===== config.mk =====
export PLATFORM = sky130hd
export DESIGN_NAME = wm_block_blender_flat
export DESIGN_NICKNAME = d
export VERILOG_FILES = /design/src/rtl/wm_block_blender_if.sv /design/src/rtl/wm_block_blender.sv /design/src/flat_wrapper.sv
export SDC_FILE = /design/constraint.sdc
export NUM_CORES = 2
export LEC_CHECK = 0
export CORE_MARGIN = 4
export CORE_UTILIZATION = 60
export CTS_BUF_LIST = sky130_fd_sc_hd__clkbuf_16
export CTS_CLUSTER_SIZE = 24
export DETAILED_ROUTE_END_ITERATION = 8
export PLACE_DENSITY = 0.77
export SETUP_SLACK_MARGIN = 0.5
export SLEW_MARGIN = 20
export SYNTH_ARGS = -nofsm -noshare
export SYNTH_HDL_FRONTEND = slang
export SYNTH_SLANG_ARGS = --single-unit

===== constraint.sdc =====
create_clock -name clk -period 10.6 [get_ports clk]
set_input_delay 1.06 -clock clk [delete_from_list [all_inputs] [get_ports clk]]
set_output_delay 1.06 -clock clk [all_outputs]
set_load 0.03 [all_outputs]

===== src/rtl/wm_block_blender_if.sv =====
`default_nettype none
// ============================================================================
//  Module      : wm_block_blender_if
//  Description : Pixel-stream bundle for the watermark blender. Carries the
//                input valid/ready channel and the output valid/ready/last
//                channel.
//  Revision    : 1.0 - initial release
// ============================================================================
interface wm_block_blender_if #(
    parameter int DATA_W = 8
) ();
    logic              s_valid;
    logic              s_ready;
    logic [DATA_W-1:0] s_data;
    logic              m_valid;
    logic              m_ready;
    logic [DATA_W-1:0] m_data;
    logic              m_last;

    // Stimulus / sink side: feeds pixels in, consumes blended pixels.
    modport master (
        output s_valid, s_data, m_ready,
        input  s_ready, m_valid, m_data, m_last
    );

    // Blender side: consumes pixels, produces blended pixels.
    modport slave (
        input  s_valid, s_data, m_ready,
        output s_ready, m_valid, m_data, m_last
    );
endinterface
`default_nettype wire


===== src/rtl/wm_block_blender.sv =====
`default_nettype none
// ============================================================================
//  Module      : wm_block_blender
//  Description : Streaming visible-watermark blender. Loads an MxM primary
//                block and the matching MxM watermark block, derives mean and
//                gradient statistics, computes blend coefficients and streams
//                sat((ak*P + bk*W) >> 7).
//  Revision    : 1.0 - initial release
// ============================================================================
module wm_block_blender #(
    parameter  int DATA_W = 8,
    parameter  int MAX_M  = 8,
    localparam int IDX_W  = $clog2(MAX_M * MAX_M)
) (
    input  wire logic              clk,
    input  wire logic              rst,
    input  wire logic [IDX_W-1:0]  cfg_m,
    input  wire logic [DATA_W:0]   cfg_bthr,
    input  wire logic [7:0]        cfg_amin,
    input  wire logic [7:0]        cfg_amax,
    input  wire logic [7:0]        cfg_bmin,
    input  wire logic [7:0]        cfg_bmax,
    wm_block_blender_if.slave      bus,
    output logic                   busy,
    output logic                   err
);
    localparam int N_MAX  = MAX_M * MAX_M;
    localparam int ACC_W  = 2 * $clog2(MAX_M) + DATA_W + 2;
    localparam int CNT_W  = $clog2(ACC_W + 1);
    localparam int PROD_W = DATA_W + 10;
    localparam int BL_W   = DATA_W + 9;
    localparam logic [DATA_W-1:0] WHITE = '1;
    localparam logic [DATA_W:0]   MID   = {2'b01, {(DATA_W-1){1'b0}}};

    typedef enum logic [2:0] {IDLE, LOAD_P, LOAD_W, DIV, COEF, OUT} state_t;
    state_t state, state_nx;

    logic [DATA_W-1:0] p_mem [N_MAX];
    logic [DATA_W-1:0] w_mem [N_MAX];

    logic [IDX_W-1:0]  m_reg, idx, col, row;
    logic [IDX_W:0]    n_reg;
    logic [DATA_W:0]   bthr;
    logic [7:0]        amin, amax, bmin, bmax, ak, bk;
    logic [ACC_W-1:0]  sum_p, sum_g, quo_p, quo_g, rem_p, rem_g;
    logic [CNT_W-1:0]  div_cnt;
    logic              armed, err_q;

    logic              xfer_in, xfer_out, cfg_bad, last_idx;
    logic [IDX_W:0]    n_cfg;
    logic [DATA_W:0]   grad;
    logic [ACC_W:0]    trial_p, trial_g, div_x;
    logic              ge_p, ge_g;
    logic [DATA_W:0]   uk, dev;
    logic [PROD_W-1:0] a_prod, b_prod;
    logic [BL_W-1:0]   blend, blend_sh;

    function automatic logic [DATA_W-1:0] absdiff(input logic [DATA_W-1:0] a,
                                                  input logic [DATA_W-1:0] b);
        return (a > b) ? (a - b) : (b - a);
    endfunction

    // Handshake qualifiers, block-size decode and config validity.
    always_comb begin
        xfer_in  = bus.s_valid && bus.s_ready;
        xfer_out = bus.m_valid && bus.m_ready;
        n_cfg    = (IDX_W+1)'({1'b0, cfg_m} * {1'b0, cfg_m});
        cfg_bad  = (cfg_m == '0) || (cfg_m > IDX_W'(MAX_M)) ||
                   (cfg_amin > cfg_amax) || (cfg_bmin > cfg_bmax);
        last_idx = ({1'b0, idx} == (n_reg - (IDX_W+1)'(1)));
    end

    // Gradient contribution of the incoming primary pixel vs its left/up neighbours.
    always_comb begin
        grad = '0;
        if (col != '0)
            grad = grad + {1'b0, absdiff(bus.s_data, p_mem[idx - IDX_W'(1)])};
        if (row != '0)
            grad = grad + {1'b0, absdiff(bus.s_data, p_mem[idx - m_reg])};
    end

    // One restoring-division step for both dividends against the shared divisor N.
    always_comb begin
        div_x   = (ACC_W+1)'(n_reg);
        trial_p = {rem_p, quo_p[ACC_W-1]};
        trial_g = {rem_g, quo_g[ACC_W-1]};
        ge_p    = (trial_p >= div_x);
        ge_g    = (trial_g >= div_x);
    end

    // Coefficient products: distance of the block mean from mid-grey steers ak/bk.
    always_comb begin
        uk     = {1'b0, quo_p[DATA_W-1:0]};
        dev    = (uk >= MID) ? (uk - MID) : (MID - uk);
        a_prod = PROD_W'(amax - amin) * PROD_W'(MID - dev);
        b_prod = PROD_W'(bmax - bmin) * PROD_W'(dev);
    end

    // Output pixel: full-width weighted sum, then saturate to white.
    always_comb begin
        blend    = BL_W'(ak) * BL_W'(p_mem[idx]) + BL_W'(bk) * BL_W'(w_mem[idx]);
        blend_sh = blend >> 7;
        bus.m_valid = (state == OUT);
        bus.m_last  = (state == OUT) && last_idx;
        bus.m_data  = '0;
        if (state == OUT)
            bus.m_data = (blend_sh > BL_W'(WHITE)) ? WHITE : blend_sh[DATA_W-1:0];
        bus.s_ready = armed && ((state == IDLE) || (state == LOAD_P) || (state == LOAD_W));
        busy        = (state != IDLE);
        err         = err_q;
    end

    // State register.
    always_ff @(posedge clk or negedge rst) begin
        if (!rst) state <= IDLE;
        else      state <= state_nx;
    end

    // Next-state logic.
    always_comb begin
        state_nx = state;
        case (state)
            IDLE:    if (xfer_in && !cfg_bad)
                         state_nx = (n_cfg == (IDX_W+1)'(1)) ? LOAD_W : LOAD_P;
            LOAD_P:  if (xfer_in && last_idx) state_nx = LOAD_W;
            LOAD_W:  if (xfer_in && last_idx) state_nx = DIV;
            DIV:     if (div_cnt == CNT_W'(ACC_W - 1)) state_nx = COEF;
            COEF:    state_nx = OUT;
            OUT:     if (xfer_out && last_idx) state_nx = IDLE;
            default: state_nx = IDLE;
        endcase
    end

    // Pixel buffers; contents are don't-care until overwritten by a new block.
    always_ff @(posedge clk) begin
        if (state == IDLE && xfer_in && !cfg_bad) p_mem[0]   <= bus.s_data;
        if (state == LOAD_P && xfer_in)           p_mem[idx] <= bus.s_data;
        if (state == LOAD_W && xfer_in)           w_mem[idx] <= bus.s_data;
    end

    // Datapath: config capture, statistics, division, coefficients, output index.
    always_ff @(posedge clk or negedge rst) begin
        if (!rst) begin
            armed <= 1'b0;  err_q <= 1'b0;
            m_reg <= '0;    n_reg <= '0;    bthr <= '0;
            amin  <= '0;    amax  <= '0;    bmin <= '0;  bmax <= '0;
            idx   <= '0;    col   <= '0;    row  <= '0;
            sum_p <= '0;    sum_g <= '0;
            quo_p <= '0;    quo_g <= '0;    rem_p <= '0; rem_g <= '0;
            div_cnt <= '0;  ak <= '0;       bk <= '0;
        end else begin
            armed <= 1'b1;
            err_q <= 1'b0;
            case (state)
                IDLE: if (xfer_in) begin
                    m_reg <= cfg_m;    n_reg <= n_cfg;    bthr <= cfg_bthr;
                    amin  <= cfg_amin; amax  <= cfg_amax;
                    bmin  <= cfg_bmin; bmax  <= cfg_bmax;
                    if (cfg_bad) begin
                        err_q <= 1'b1;
                    end else begin
                        sum_p <= ACC_W'(bus.s_data);
                        sum_g <= '0;
                        idx   <= (n_cfg == (IDX_W+1)'(1)) ? '0 : IDX_W'(1);
                        col   <= IDX_W'(1);
                        row   <= '0;
                    end
                end
                LOAD_P: if (xfer_in) begin
                    sum_p <= sum_p + ACC_W'(bus.s_data);
                    sum_g <= sum_g + ACC_W'(grad);
                    idx   <= last_idx ? '0 : idx + IDX_W'(1);
                    if (col == m_reg - IDX_W'(1)) begin
                        col <= '0;
                        row <= row + IDX_W'(1);
                    end else begin
                        col <= col + IDX_W'(1);
                    end
                end
                LOAD_W: if (xfer_in) begin
                    if (last_idx) begin
                        idx     <= '0;
                        quo_p   <= sum_p;  quo_g <= sum_g;
                        rem_p   <= '0;     rem_g <= '0;
                        div_cnt <= '0;
                    end else begin
                        idx <= idx + IDX_W'(1);
                    end
                end
                DIV: begin
                    rem_p   <= ge_p ? ACC_W'(trial_p - div_x) : ACC_W'(trial_p);
                    rem_g   <= ge_g ? ACC_W'(trial_g - div_x) : ACC_W'(trial_g);
                    quo_p   <= {quo_p[ACC_W-2:0], ge_p};
                    quo_g   <= {quo_g[ACC_W-2:0], ge_g};
                    div_cnt <= div_cnt + CNT_W'(1);
                end
                COEF: begin
                    if (quo_g >= ACC_W'(bthr)) begin
                        ak <= amax;
                        bk <= bmin;
                    end else begin
                        ak <= 8'(PROD_W'(amin) + (a_prod >> (DATA_W - 1)));
                        bk <= 8'(PROD_W'(bmin) + (b_prod >> (DATA_W - 1)));
                    end
                end
                OUT: if (xfer_out) idx <= last_idx ? '0 : idx + IDX_W'(1);
                default: ;
            endcase
        end
    end
endmodule
`default_nettype wire


===== src/flat_wrapper.sv =====
// flat-port wrapper written by rule: the top's interface ports become plain ports
module wm_block_blender_flat 
#(
    parameter  int DATA_W = 8,
    parameter  int MAX_M  = 8,
    localparam int IDX_W  = $clog2(MAX_M * MAX_M)
)
  (clk, rst, cfg_m, cfg_bthr, cfg_amin, cfg_amax, cfg_bmin, cfg_bmax, busy, err, bus_s_valid, bus_s_data, bus_m_ready, bus_s_ready, bus_m_valid, bus_m_data, bus_m_last);
  wm_block_blender_if #(.DATA_W(DATA_W)) bus_i ();
  input  wire logic clk;
  input  wire logic rst;
  input  wire logic [IDX_W-1:0] cfg_m;
  input  wire logic [DATA_W:0] cfg_bthr;
  input  wire logic [7:0] cfg_amin;
  input  wire logic [7:0] cfg_amax;
  input  wire logic [7:0] cfg_bmin;
  input  wire logic [7:0] cfg_bmax;
  output logic busy;
  output logic err;
  input wire logic [$bits(bus_i.s_valid)-1:0] bus_s_valid;
  input wire logic [$bits(bus_i.s_data)-1:0] bus_s_data;
  input wire logic [$bits(bus_i.m_ready)-1:0] bus_m_ready;
  output wire logic [$bits(bus_i.s_ready)-1:0] bus_s_ready;
  output wire logic [$bits(bus_i.m_valid)-1:0] bus_m_valid;
  output wire logic [$bits(bus_i.m_data)-1:0] bus_m_data;
  output wire logic [$bits(bus_i.m_last)-1:0] bus_m_last;
  assign bus_i.s_valid = bus_s_valid;
  assign bus_i.s_data = bus_s_data;
  assign bus_i.m_ready = bus_m_ready;
  assign bus_s_ready = bus_i.s_ready;
  assign bus_m_valid = bus_i.m_valid;
  assign bus_m_data = bus_i.m_data;
  assign bus_m_last = bus_i.m_last;
  wm_block_blender #(.DATA_W(DATA_W), .MAX_M(MAX_M)) u_core (.clk(clk), .rst(rst), .cfg_m(cfg_m), .cfg_bthr(cfg_bthr), .cfg_amin(cfg_amin), .cfg_amax(cfg_amax), .cfg_bmin(cfg_bmin), .cfg_bmax(cfg_bmax), .bus(bus_i), .busy(busy), .err(err));
endmodule

* Yosys cells after proc, flatten, opt, wreduce, memory -nomap -nowiden
Memories as Yosys holds them, arrays and structs flattened. Index checks and enable logic that the tools add are counted.
Operators by class: add/sub/neg operators 25, $mul 5, divide/modulo/power cells 0, magnitude comparators 10, equality and inequality tests 22, shift-type cells 0, mux-type cells 68, bitwise operators 0, reductions and logical operators 33
Operator list (number):
- $mux W16 | 14
- $pmux W16 S2 | 6
- $mux W6 | 14
- $mux W8 | 8
- $ge A17 B7 Y1 | 2
- $gt A8 B8 Y1 | 4
- $mul A8 B8 Y16 | 2
- $sub A16 B7 Y16 | 2
- $sub A8 B8 Y8 | 4
- $pmux W6 S2 | 2
- $add A6 B1 Y6 const B | 3
- $mul A18 B18 Y15 | 1
- $mul A18 B9 Y15 | 1
- $mux W9 | 2
- $pmux W3 S6 | 1
- $pmux W6 S3 | 1
- $sub A8 B8 Y9 | 2
- $add A16 B16 Y17 | 1
- $add A16 B8 Y16 | 1
- $add A16 B9 Y16 | 1
- $add A8 B8 Y8 | 2
- $ge A16 B9 Y1 | 1
- $mux W3 | 5
- $reduce_and A5 Y1 | 3
- 38 further kinds | 80
Storage, ports and cells: register bits 194, latch bits 0, RAM bits 1024, ROM bits 0, input bits 59, output and inout port bits 13, memories kept 2
Memory list:
- u_core.p_mem | words 64, bits a word 8, rd ports 3, clocked after memory_dff 0, wr ports 1, line wm_block_blender.sv:38 | logic [DATA_W-1:0] p_mem [N_MAX];
- u_core.w_mem | words 64, bits a word 8, rd ports 1, clocked after memory_dff 0, wr ports 1, line wm_block_blender.sv:39 | logic [DATA_W-1:0] w_mem [N_MAX];

* Depth between registers and ports, before layout
depth in word-level cells 10, gate-level depth with buffers 41, gate-level depth less buffers 37

* Worst setup path before layout
Ideal clock, no wire load.
path type flip-flop to output port, start point reg u_core.idx[1], end point out bus_m_data[6], data arrival time 8067 ps, required time 9540 ps, path slack 1473 ps, cell stages (with the launch flop) 36, cells stage by stage dfrtp_1 > buf_6 > buf_6 > nor3b_2 > buf_2 > buf_2 > buf_2 > buf_2 > buf_2 > buf_2 > a22oi_1 > a41oi_1 > a21oi_1 > nand3_1 > nand2_1 > fa_1 > fa_1 > inv_1 > fa_1 > fa_1 > fa_1 > inv_1 > fa_1 > inv_1 > ha_1 > a21o_1 > a21oi_1 > nor2b_1 > o21ai_0 > nand2b_1 > a221o_1 > o21ai_1 > nand2b_1 > a21oi_1 > xor2_1 > o21ai_1
Between the ends: longest elaborated chain between the ends 6, elaborated cells between the ends (all ways) 8
Ends and longest elaborated chain:
- start, declared | line wm_block_blender.sv:41 | logic [IDX_W-1:0] m_reg, idx, col, row;
- start signal, assigned | line wm_block_blender.sv:164 | idx <= (n_cfg == (IDX_W+1)'(1)) ? '0 : IDX_W'(1);
- start signal, assigned | line wm_block_blender.sv:172 | idx <= last_idx ? '0 : idx + IDX_W'(1);
- start signal, assigned | line wm_block_blender.sv:187 | idx <= idx + IDX_W'(1);
- $mem_v2 Z64 W8 (on tied branches)
- $mul A8 B8 Y16 | line wm_block_blender.sv:101 | blend = BL_W'(ak) * BL_W'(p_mem[idx]) + BL_W'(bk) * BL_W'(w_mem[idx]);
- $add A16 B16 Y17 * | line wm_block_blender.sv:101
- $gt A10 B8 Y1 | line wm_block_blender.sv:107 | bus.m_data = (blend_sh > BL_W'(WHITE)) ? WHITE : blend_sh[DATA_W-1:0];
- $mux W8 * | line wm_block_blender.sv:107
- $mux W8 * | line wm_block_blender.sv:106 | if (state == OUT)
- end, declared | line flat_wrapper.sv:25 | output wire logic [$bits(bus_i.m_data)-1:0] bus_m_data;
Every way passes the cells marked *; elsewhere a longest branch is shown, timed or not.

* Worst setup path in the final report
start point reg u_core.idx[0], end point out bus_m_data[2]
The elaborated chain is that of the path after synthesis.

==> impl_metrics.py <==
metrics = {
    "cells_and_area": {
        "fillers": 7634,
        "stdcell_count": 6907,
        "final_common_cell": "edfxtp_1",
        "final_cell_mix": "edfxtp_1 (1024), inv_1 (410), mux4_2 (343), nand2_1 (324), a22oi_1 (298)",
        "areaGrowthSynthToFinish_pct": 12.1,
        "layout-drive-gt1-share_pct": 16.9,
        "reg.largest.list": "u_core.p_mem: 512 flops, u_core.w_mem: 512 flops",
        "nNetsFinal": 5854,
    },
    "cts": {
        "clockBufferDepth": 3,
        "cts-root-buf": "clkbuf_16",
        "clock_latency_ns": 0.78,
        "h-tree-depth": 4,
        "clock_sinks": 1216,
        "clk_pin_slew_ns": 0.06,
        "cts_tree": "done",
        "cts_buffers": 130,
    },
    "placed_design": {
        "dp_hpwl_mm": 139,
        "gp_congestion": 0.959,
        "port_buffers": 71,
        "place_inst": 6614,
    },
    "logic_synthesis": {
        "synth_seq_area_share_pct": 51.3,
        "synth_largest_area_cell": "edfxtp_1",
        "synth_area_per_cell_um2": 13.4,
        "synth_cell_types": 85,
        "ys_ff_latch": 1216,
        "synth_cells": 5173,
        "synth_top_area_share_pct": 44.4,
        "synth.area.top_cells": "edfxtp_1 (44%), mux4_2 (11%), dfrtp_1 (6.9%), fa_1 (6.7%), ha_1 (4.9%)",
        "ys.flop_type": "edfxtp_1",
        "netlist_area_um2": 69300,
        "ys_warn_count": 0,
        "synth_edf_count": 1024,
        "synthArstFlopShare_pct": 15.8,
    },
    "sta": {
        "fin_tns_setup_ns": 0,
        "tightest_slew_ns": 1.26,
        "hold_viol_final": 0,
        "drv_slew": 0,
        "relSlewSlack_pct": 15.5,
        "report.final.setup_viol": 0,
        "grt_setup_unrepaired": "no",
        "fin_crit_ns": 9.99,
        "fmax_mhz": 100,
        "clock_skew_ns": 0.0630,
        "fin_crit_sh_pct": 94.3,
    },
    "global_route": {
        "overflow": 0,
        "antenna_found_initial": 10,
        "grt_pass1_wl_mm": 313,
        "grt_pass1_vias": 49229,
        "grt_max_degree": 105,
        "grt_usage_pct": 34.7,
    },
    "setup_path": {
        "r2r-start": "u_core.quo_p[0]",
        "cp_slowest_cell": "fa_1",
        "regToRegSetupSlack_ns": 1.07,
        "cpPeakStageDelay_ns": 0.56,
        "setup.worst_path.end_class": "output pin",
        "crit_required_ns": 9.54,
        "cp_max_fo": 8,
        "crit_arrival_ns": 8.93,
        "crit_start": "u_core.idx[0]",
        "setup.worst_path.start_class": "register",
        "critPathKind": "reg -> out",
        "cp_common_cell": "fa_1",
    },
    "detailed_routing": {
        "drt_iter0_drc": 7572,
        "route.detailed.drc": 0,
        "vias_per_cell": 7.16,
        "dr.pass1.iters": 8,
        "vias": 49444,
        "postRouteAntennaNets": 0,
        "wl_per_cell_um": 30.6,
        "totalWireLength_mm": 212,
    },
    "die": {
        "num_io_pins": 72,
        "coreArea_um2": 115000,
        "start_util_pct": 60.5,
        "die_x_um": 348,
        "die_h_um": 348,
        "row_count": 124,
        "die-area_um2": 121000,
    },
    "flow_run": {
        "max_cap_violations": 0,
    },
    "min_path": {
        "hold_path_class": "in -> async",
    },
    "run_status": {
        "status": "complete, no violations",
    },
}
==> worst max-delay path, delay by kind of cell, from the launching register on <==
kind | cells | cell delay, ns
buf+inv | 6 | 0.73
compound gates | 10 | 2.37
simple gates | 6 | 1.25
fa+ha+maj | 7 | 3.20
flops | 1 | 0.53
xor+xnor | 1 | 0.07
==> stage by stage <==
stage	area [µm²]	hold slack (ns)	util (%)	setup slack, ns
3_3_place_gp	72100	0.460	63.0	0.579
6_report	77700	0.296	67.9	0.607
5_1_grt	77700	0.313	67.9	0.364
4_1_cts	77000	0.254	67.2	0.505
3_5_place_dp	72200	0.463	63.0	0.547
2_1_floorplan	69300	0.446	-	1.47
==> cells by family (layout without fill, tap and decap cells) <==
group | after synthesis | in the layout | share of synthesized area [%]
adders and majority gates | 505 | 505 | 11.6
AOI/OAI and AO/OA | 1091 | 1091 | 10.9
DFF | 1216 | 1216 | 51.3
and+or+nand+nor | 1068 | 1070 | 7.45
buffers and inverters | 675 | 887 | 3.83
other | 2 | 10 | 0.0108
xor gates and xnor gates | 182 | 182 | 2.36
muxes | 434 | 434 | 12.5
==> cell usage after synthesis, drive strengths merged, types with 122 or more instances <==
library cell and instances:
ha 272, nand2 326, inv 388, nor2 307
edfxtp 1024, clkbuf 180, a22oi 298, o21ai 202
dfrtp 192, a21oi 135, fa 233, xnor2 122
mux4 343
==> final cells by class <==
class | instances | area, µm² | area share (%)
Antenna cell | 3 | 7.51 | 0.00966
Inverter | 388 | 1470 | 1.89
Multi-Input combinational cell | 3289 | 31900 | 41.0
Tap cell | 1512 | 1890 | 2.43
Clock buffer | 132 | 3300 | 4.25
Clock inverter | 102 | 1000 | 1.29
Sequential cell | 1216 | 35600 | 45.8
Timing Repair Buffer | 265 | 2600 | 3.35
==> metal layers <==
| layer | global-route usage [%] | vias up | routed length (µm) |
|---|---|---|---|
| met5 | 0 | - | 88 |
| met3 | 12.0 | 1057 | 29500 |
| met1 | 43.4 | 24245 | 70900 |
| li1 | - | 19917 | - |
| met2 | 52.6 | 4211 | 95500 |
| met4 | 20.8 | 14 | 15500 |
==> final timing paths <==
| kind | to | cells past startpoint |
|---|---|---|
| hold / removal | u_core.quo_p[10] | 1 |
| min in group clk | u_core.quo_p[10] | 2 |
| hold reg to reg | u_core.quo_p[10] | 2 |
| setup reg to reg | u_core.ak[7] | 31 |
| max in group asynchronous | u_core.idx[0] | 3 |
| setup / recovery | bus_m_data[2] | 30 |
==> repair_timing <==
item                       4_1_cts  5_1_grt
buffers inserted                26       24
gates resized for setup         48       88
cloned                           4        1
pin swaps                        6       27
hold endpoints to repair         0        0
setup endpoints to repair        8        8
hold buffers                     0        0
Power is left out: the tool's default activity adds up to more than one toggle a clock period on the data nets, which glitch-free logic cannot reach.
